**src/rtl/uart_param_core.sv**
```systemverilog
// uart_param_core: parametrised full-duplex UART with oversampled receiver and valid/ready handshakes
module uart_param_core #(
    parameter int DATA_BITS  = 8,
    parameter int PARITY     = 0,
    parameter int STOP_BITS  = 1,
    parameter int OVERSAMPLE = 16,
    parameter int DIV_WIDTH  = 16
) (
    input  logic                 clk,
    input  logic                 rst,
    input  logic [DIV_WIDTH-1:0] baud_div,
    input  logic [DATA_BITS-1:0] tx_data,
    input  logic                 tx_valid,
    output logic                 tx_ready,
    output logic                 tx,
    input  logic                 rx,
    output logic [DATA_BITS-1:0] rx_data,
    output logic                 rx_valid,
    input  logic                 rx_ready,
    output logic                 rx_parity_err,
    output logic                 rx_frame_err,
    output logic                 rx_overrun
);
    localparam int TW = $clog2(OVERSAMPLE);
    localparam int BW = $clog2(DATA_BITS + 1);
    localparam logic ODD = (PARITY == 2);

    typedef enum logic [2:0] {IDLE, ALIGN, START, DATA, PAR, STOP} state_t;

    logic [DIV_WIDTH-1:0] cnt_q, cnt_d;
    logic                 tick;

    state_t               tx_state_q, tx_state_d;
    logic [TW-1:0]        tx_tcnt_q, tx_tcnt_d;
    logic [BW-1:0]        tx_bcnt_q, tx_bcnt_d;
    logic [DATA_BITS-1:0] tx_sh_q, tx_sh_d;
    logic                 tx_par_q, tx_par_d;
    logic                 tx_q, tx_d;
    logic                 tx_ready_q, tx_ready_d;
    logic                 tx_bit_end;

    logic                 s1_q, s2_q;
    state_t               rx_state_q, rx_state_d;
    logic [TW-1:0]        rx_tcnt_q, rx_tcnt_d;
    logic [BW-1:0]        rx_bcnt_q, rx_bcnt_d;
    logic [DATA_BITS-1:0] rx_sh_q, rx_sh_d;
    logic                 rx_perr_q, rx_perr_d;
    logic [DATA_BITS-1:0] rx_data_q, rx_data_d;
    logic                 rx_valid_q, rx_valid_d;
    logic                 rx_perr_out_q, rx_perr_out_d;
    logic                 rx_ferr_q, rx_ferr_d;
    logic                 rx_ovr_q, rx_ovr_d;
    logic                 rx_done, rx_mid_start, rx_bit_mid;

    assign tick         = (cnt_q == baud_div);
    assign cnt_d        = tick ? '0 : cnt_q + DIV_WIDTH'(1);
    assign tx_bit_end   = tick && (tx_tcnt_q == TW'(OVERSAMPLE - 1));
    assign rx_mid_start = tick && (rx_tcnt_q == TW'(OVERSAMPLE / 2 - 1));
    assign rx_bit_mid   = tick && (rx_tcnt_q == TW'(OVERSAMPLE - 1));

    always_comb begin
        tx_state_d = tx_state_q;
        tx_tcnt_d  = tx_tcnt_q;
        tx_bcnt_d  = tx_bcnt_q;
        tx_sh_d    = tx_sh_q;
        tx_par_d   = tx_par_q;
        tx_d       = tx_q;
        tx_ready_d = tx_ready_q;
        if (tick && tx_state_q inside {START, DATA, PAR, STOP})
            tx_tcnt_d = tx_bit_end ? '0 : tx_tcnt_q + TW'(1);
        case (tx_state_q)
            IDLE: if (tx_valid && tx_ready_q) begin
                tx_sh_d    = tx_data;
                tx_par_d   = ^tx_data ^ ODD;
                tx_ready_d = 1'b0;
                tx_state_d = ALIGN;
            end
            ALIGN: if (tick) begin
                tx_d       = 1'b0;
                tx_tcnt_d  = '0;
                tx_state_d = START;
            end
            START: if (tx_bit_end) begin
                tx_d       = tx_sh_q[0];
                tx_sh_d    = tx_sh_q >> 1;
                tx_bcnt_d  = '0;
                tx_state_d = DATA;
            end
            DATA: if (tx_bit_end) begin
                if (tx_bcnt_q == BW'(DATA_BITS - 1)) begin
                    tx_d       = (PARITY != 0) ? tx_par_q : 1'b1;
                    tx_bcnt_d  = '0;
                    tx_state_d = (PARITY != 0) ? PAR : STOP;
                end else begin
                    tx_d      = tx_sh_q[0];
                    tx_sh_d   = tx_sh_q >> 1;
                    tx_bcnt_d = tx_bcnt_q + BW'(1);
                end
            end
            PAR: if (tx_bit_end) begin
                tx_d       = 1'b1;
                tx_bcnt_d  = '0;
                tx_state_d = STOP;
            end
            STOP: if (tx_bit_end) begin
                if (tx_bcnt_q == BW'(STOP_BITS - 1)) begin
                    tx_bcnt_d  = '0;
                    tx_ready_d = 1'b1;
                    tx_state_d = IDLE;
                end else begin
                    tx_bcnt_d = tx_bcnt_q + BW'(1);
                end
            end
            default: tx_state_d = IDLE;
        endcase
    end

    always_comb begin
        rx_state_d    = rx_state_q;
        rx_tcnt_d     = rx_tcnt_q;
        rx_bcnt_d     = rx_bcnt_q;
        rx_sh_d       = rx_sh_q;
        rx_perr_d     = rx_perr_q;
        rx_data_d     = rx_data_q;
        rx_valid_d    = rx_valid_q && !rx_ready;
        rx_perr_out_d = (rx_valid_q && rx_ready) ? 1'b0 : rx_perr_out_q;
        rx_ferr_d     = (rx_valid_q && rx_ready) ? 1'b0 : rx_ferr_q;
        rx_ovr_d      = 1'b0;
        rx_done       = 1'b0;
        if (tick && rx_state_q inside {DATA, PAR, STOP})
            rx_tcnt_d = rx_bit_mid ? '0 : rx_tcnt_q + TW'(1);
        case (rx_state_q)
            IDLE: if (tick && !s2_q) begin
                rx_tcnt_d  = '0;
                rx_perr_d  = 1'b0;
                rx_state_d = START;
            end
            START: if (tick) begin
                rx_tcnt_d = rx_mid_start ? '0 : rx_tcnt_q + TW'(1);
                if (rx_mid_start) begin
                    rx_bcnt_d  = '0;
                    rx_state_d = s2_q ? IDLE : DATA;
                end
            end
            DATA: if (rx_bit_mid) begin
                rx_sh_d = {s2_q, rx_sh_q[DATA_BITS-1:1]};
                if (rx_bcnt_q == BW'(DATA_BITS - 1)) begin
                    rx_bcnt_d  = '0;
                    rx_state_d = (PARITY != 0) ? PAR : STOP;
                end else begin
                    rx_bcnt_d = rx_bcnt_q + BW'(1);
                end
            end
            PAR: if (rx_bit_mid) begin
                rx_perr_d  = s2_q ^ (^rx_sh_q) ^ ODD;
                rx_state_d = STOP;
            end
            STOP: if (rx_bit_mid) begin
                rx_done    = 1'b1;
                rx_state_d = IDLE;
            end
            default: rx_state_d = IDLE;
        endcase
        // A consume in the completion cycle frees the holding register for the new frame
        if (rx_done && (!rx_valid_q || rx_ready)) begin
            rx_data_d     = rx_sh_q;
            rx_perr_out_d = rx_perr_q;
            rx_ferr_d     = !s2_q;
            rx_valid_d    = 1'b1;
        end else if (rx_done) begin
            rx_ovr_d = 1'b1;
        end
    end

    always_ff @(posedge clk) begin
        if (rst) begin
            cnt_q         <= '0;
            tx_state_q    <= IDLE;
            tx_tcnt_q     <= '0;
            tx_bcnt_q     <= '0;
            tx_sh_q       <= '0;
            tx_par_q      <= 1'b0;
            tx_q          <= 1'b1;
            tx_ready_q    <= 1'b1;
            s1_q          <= 1'b1;
            s2_q          <= 1'b1;
            rx_state_q    <= IDLE;
            rx_tcnt_q     <= '0;
            rx_bcnt_q     <= '0;
            rx_sh_q       <= '0;
            rx_perr_q     <= 1'b0;
            rx_data_q     <= '0;
            rx_valid_q    <= 1'b0;
            rx_perr_out_q <= 1'b0;
            rx_ferr_q     <= 1'b0;
            rx_ovr_q      <= 1'b0;
        end else begin
            cnt_q         <= cnt_d;
            tx_state_q    <= tx_state_d;
            tx_tcnt_q     <= tx_tcnt_d;
            tx_bcnt_q     <= tx_bcnt_d;
            tx_sh_q       <= tx_sh_d;
            tx_par_q      <= tx_par_d;
            tx_q          <= tx_d;
            tx_ready_q    <= tx_ready_d;
            s1_q          <= rx;
            s2_q          <= s1_q;
            rx_state_q    <= rx_state_d;
            rx_tcnt_q     <= rx_tcnt_d;
            rx_bcnt_q     <= rx_bcnt_d;
            rx_sh_q       <= rx_sh_d;
            rx_perr_q     <= rx_perr_d;
            rx_data_q     <= rx_data_d;
            rx_valid_q    <= rx_valid_d;
            rx_perr_out_q <= rx_perr_out_d;
            rx_ferr_q     <= rx_ferr_d;
            rx_ovr_q      <= rx_ovr_d;
        end
    end

    assign tx            = tx_q;
    assign tx_ready      = tx_ready_q;
    assign rx_data       = rx_data_q;
    assign rx_valid      = rx_valid_q;
    assign rx_parity_err = rx_perr_out_q;
    assign rx_frame_err  = rx_ferr_q;
    assign rx_overrun    = rx_ovr_q;
endmodule

```
**config.mk**
```make
export PLATFORM = sky130hd
export DESIGN_NAME = uart_param_core
export DESIGN_NICKNAME = d
export VERILOG_FILES = /design/src/rtl/uart_param_core.sv
export SDC_FILE = /design/constraint.sdc
export NUM_CORES = 1
export LEC_CHECK = 0
export ABC_AREA = 1
export CAP_MARGIN = 40
export CELL_PAD_IN_SITES_DETAIL_PLACEMENT = 0
export CELL_PAD_IN_SITES_GLOBAL_PLACEMENT = 1
export CORE_ASPECT_RATIO = 1.4
export CORE_UTILIZATION = 30
export CTS_CLUSTER_SIZE = 8
export DETAILED_ROUTE_END_ITERATION = 10
export GPL_TIMING_DRIVEN = 0
export PLACE_DENSITY = 0.72
export SETUP_SLACK_MARGIN = 0.02
export SLEW_MARGIN = 30
export SYNTH_ARGS = -nofsm -noshare
export SYNTH_HDL_FRONTEND = slang
export SYNTH_SLANG_ARGS = --single-unit
```
**constraint.sdc**
```tcl
create_clock -name clk -period 3.55 [get_ports clk]
set_input_delay 0.355 -clock clk [delete_from_list [all_inputs] [get_ports clk]]
set_output_delay 0.355 -clock clk [all_outputs]
set_load 0.02 [all_outputs]
```
==> impl_table.tex <==
\begin{tabular}{lr}
\hline
Metric & Value \\
\hline
\multicolumn{2}{l}{\textbf{CTS}} \\
\quad H-tree depth reported by CTS & 3 \\
\quad Clock-pin slew on the worst setup and hold paths & 0.06 ns \\
\quad Number of hold buffers added after CTS & 0 \\
\quad CTS buffer count & 9 \\
\quad CTS tree & built \\
\quad Root Buffer Master & clkbuf\_16 \\
\quad Number of cells upsized or downsized after cts & 0 \\
\quad \# Post-CTS Setup Buffers & 0 \\
\quad Maximum buffer depth of the clock tree & 2 \\
\quad Insertion delay of the later-clocked pin in the worst-skew pair & 0.33 ns \\
\quad Clock sink count & 71 \\
\multicolumn{2}{l}{\textbf{Routing}} \\
\quad DRC viols & 8 \\
\quad Wire length on met1 & 3970 um \\
\quad Starting DRT DRC Count & 123 \\
\quad Total Wirelength & 9100 um \\
\quad Total number of vias & 3660 \\
\quad First-pass iteration count of the detailed router & 9 \\
\quad Met3 routed wirelength & 323 um \\
\quad Average wire per cell in the routed design & 11.6 um \\
\quad Via density per instance & 4.66 \\
\quad DR top layer & met4 \\
\quad Number of nets with antenna violations after routing & 0 \\
\quad Wire length on met2 & 4580 um \\
\multicolumn{2}{l}{\textbf{Global routing}} \\
\quad Global-route total usage across every layer & 14.7\% \\
\quad Largest net degree at the start of global routing & 13 \\
\quad Initial antenna violation count & 0 \\
\quad Vias in the first global route & 3602 \\
\quad Total congestion overflow after global routing & 0 \\
\quad Global-route wire length before repair & 15600 um \\
\multicolumn{2}{l}{\textbf{Logic synthesis}} \\
\quad Cell Area, Synth & 3860 um2 \\
\quad Synthesized Nets & 616 \\
\quad Number of unique standard cell types used by synthesis & 36 \\
\quad Fraction of post-synthesis cell area in the top cell type by area & 36.8\% \\
\quad Yosys top cell by area & dfxtp\_1 \\
\quad Flip-flop cell with the highest count after synthesis & dfxtp\_1 \\
\quad Count of flip-flops with a built-in enable after synthesis & 0 \\
\quad Most area-consuming cells after synthesis & dfxtp\_1 (37\%), nand2\_1 (13\%), nor2\_1 (9.0\%), inv\_1 (6.6\%), a21oi\_1 (4.3\%) \\
\quad Syn. warnings & 0 \\
\quad Synthesized area divided by synthesized cell count & 6.66 um2 \\
\quad Synthesized flop and latch total & 71 \\
\quad Proportion of synthesized flip-flops having asynchronous set or reset & 0\% \\
\quad Share of synthesized area occupied by flip-flops and latches & 36.8\% \\
\quad Cells after Synth & 579 \\
\multicolumn{2}{l}{\textbf{Critical path}} \\
\quad Critical Path AT & 2.32 ns \\
\quad Start-to-end type of the worst setup path & flop to flop \\
\quad Maximum cell stage delay along the critical path & 0.63 ns \\
\quad Critical Path Source Type & flop \\
\quad Critical path's slowest cell & a211oi\_2 \\
\quad Data required, critical path & 3.81 ns \\
\quad WP buf/inv & 2 \\
\quad Crit-path cells & inv\_1 -> ha\_1 -> inv\_2 -> a211oi\_2 -> o2111ai\_1 -> a21oi\_1 \\
\quad RR Startpoint & tx\_state\_q[2] \\
\quad Cell family contributing the most delay on the critical path & compound AO/OA/AOI/OAI gates \\
\quad Endpoint of the worst register-to-register path & tx\_sh\_q[2] \\
\quad Number of cells on the worst reg-to-reg path & 6 \\
\quad Top fanout value on the critical path & 9 \\
\quad Reg2Reg Setup Slack & 1.49 ns \\
\quad Critical path capture point type & flop \\
\quad Cell depth of the worst setup path & 6 \\
\multicolumn{2}{l}{\textbf{Die}} \\
\quad Starting density of the core & 31.0\% \\
\quad Core Area & 12400 um2 \\
\quad Die area & 13300 um2 \\
\quad Chip Height & 136 um \\
\quad Floorplan row count & 48 \\
\quad I/O Pins & 43 \\
\quad Die Wd & 97.9 um \\
\multicolumn{2}{l}{\textbf{Final layout}} \\
\quad Layout-stage area growth over the synthesis result & 24.2\% \\
\quad Most frequent cells in the layout & nand2\_1 (131), nor2\_1 (93), dfxtp\_1 (71), inv\_1 (68), clkdlybuf4s50\_1 (41) \\
\quad Proportion of layout cells with a drive suffix above 1 & 10.7\% \\
\quad Register area & 1420 um2 \\
\quad Nets & 668 \\
\quad Fill cell instance count of the final layout & 1352 \\
\quad Most common library cell in the layout ignoring fill and taps & nand2\_1 \\
\quad Number of standard cells in the layout, taps in and fillers out & 785 \\
\quad Diodes inserted & 0 \\
\quad Total area of multi-input combinational cells & 2090 um2 \\
\multicolumn{2}{l}{\textbf{Timing}} \\
\quad Max-slew violation count & 0 \\
\quad Maximum clock skew at final layout & 0.00500 ns \\
\quad Final critical path time including I/O delays and setup & 2.06 ns \\
\quad Setup repair after global routing missed its margin & false \\
\quad Max-Slew Margin vs Limit & 52.2\% \\
\quad Highest Clock Rate & 0.485 GHz \\
\quad Tightest Pin Transition & 0.715 ns \\
\quad Fin Setup TNS & 0 ns \\
\quad Endpoints failing hold & 0 \\
\quad Final critical-path share of the clock period & 58.0\% \\
\quad Worst path setup slack after routing & 1.49 ns \\
\quad Count of final setup violators & 0 \\
\multicolumn{2}{l}{\textbf{Hold path}} \\
\quad Capture endpoint of the worst hold path & s2\_q \\
\quad Startpoint of the tightest hold check path & s1\_q \\
\quad Cell depth of the worst min-delay path & 1 \\
\quad HP Class & flop to flop \\
\multicolumn{2}{l}{\textbf{Pwr}} \\
\quad Lkg Pwr & 0.00207 uW \\
\quad PnR Total Power & 2920 uW \\
\quad Pwr dens & 610 nW/um2 \\
\quad VDD IR max & 0.231 mV \\
\multicolumn{2}{l}{\textbf{Run status}} \\
\quad Run status & finished, violations left \\
\quad Failing checks & design-rule violations \\
\multicolumn{2}{l}{\textbf{Place}} \\
\quad Routability cong. & 0.864 \\
\quad Number of I/O port buffers & 41 \\
\quad Dpl hpwl & 7040 um \\
\quad Worst-case setup slack after placement & 1.20 ns \\
\quad Post-Place Cells & 770 \\
\multicolumn{2}{l}{\textbf{Job}} \\
\quad Max-cap viol count & 0 \\
\hline
\end{tabular}
registers in the layout (all words and copies together), names as in the netlist, 3 cells and up, named ones only:
register / count
rx_bcnt_q: 4
rx_tcnt_q: 4
tx_bcnt_q: 4
rx_sh_q: 8
rx_data: 8
rx_state_q: 3
cnt_q: 16
tx_sh_q: 8
tx_state_q: 3
worst register-to-register path, stage by stage, from the launching register on:
cell       delay [ns]
dfxtp_1          0.34
inv_1            0.13
ha_1             0.34
inv_2            0.15
a211oi_2         0.63
o2111ai_1        0.23
a21oi_1          0.17
cells in the mapped netlist (4+ instances only):
cell,instances
ha_1,8
nor2_2,6
inv_1,68
clkbuf_1,5
nand4_1,6
nand2_2,5
nand2_1,131
o2111ai_1,7
nand2_4,4
nor2_1,93
xor2_1,9
o21ai_0,26
nand3_1,30
inv_2,12
xnor2_1,4
or2_2,14
nor3b_1,4
nor3_1,8
o21ai_1,8
dfxtp_1,71
a21oi_1,33
report_power, final:
part / internal, uW / switching [uW] / total [uW]
Combinational: 328 / 584 / 912
Clock: 681 / 345 / 1030
Sequential: 905 / 81.2 / 987
cells by family after synthesis:
| group | after synthesis | synth area share (%) |
|---|---|---|
| AO/OA/AOI/OAI | 86 | 12.7 |
| XOR/XNOR | 13 | 2.95 |
| adder cells (fa/ha/maj) | 8 | 2.59 |
| buffers and inverters | 91 | 9.08 |
| flip-flops | 71 | 36.8 |
| AND/OR/NAND/NOR | 310 | 35.8 |
metrics by stage:
stage | util (%) | hold slack [ns] | area (um2)
detailed placement | 35.8 | 0.402 | 4460
global placement | 35.8 | 0.404 | 4460
CTS | 38.5 | 0.416 | 4790
floorplan | - | 0.389 | 3860
finish | 38.5 | 0.413 | 4790
global route | 38.5 | 0.425 | 4790
routing by layer:
| layer | global-route usage (%) | vias up |
|---|---|---|
| li1 | - | 1948 |
| met4 | 7.41 | 0 |
| met2 | 27.5 | 64 |
| met3 | 2.93 | 14 |
| met5 | 0 | - |
| met1 | 15.4 | 1634 |
layout make-up:
| type | count | share of cell area, % |
|---|---|---|
| buffer | 8 | 0.705 |
| clock buffer | 9 | 4.70 |
| clock inverter | 6 | 2.30 |
| inverter | 83 | 6.61 |
| multi-input combinational | 417 | 43.6 |
| sequential | 71 | 29.7 |
| tap | 150 | 3.92 |
| timing repair buffer | 41 | 8.56 |
how the worst max path moves through the flow:
stage / start / to / slack [ns]
CTS: tx_state_q[2] / tx_sh_q[6] / 1.47
floorplan: tx_state_q[2] / tx_sh_q[0] / 1.93
global placement: baud_div[0] / cnt_q[13] / 1.19
detailed placement: baud_div[6] / cnt_q[7] / 1.20
finish: tx_state_q[2] / tx_sh_q[2] / 1.49
global route: tx_state_q[2] / tx_sh_q[5] / 1.29
Power figures use the tool's default switching activity.
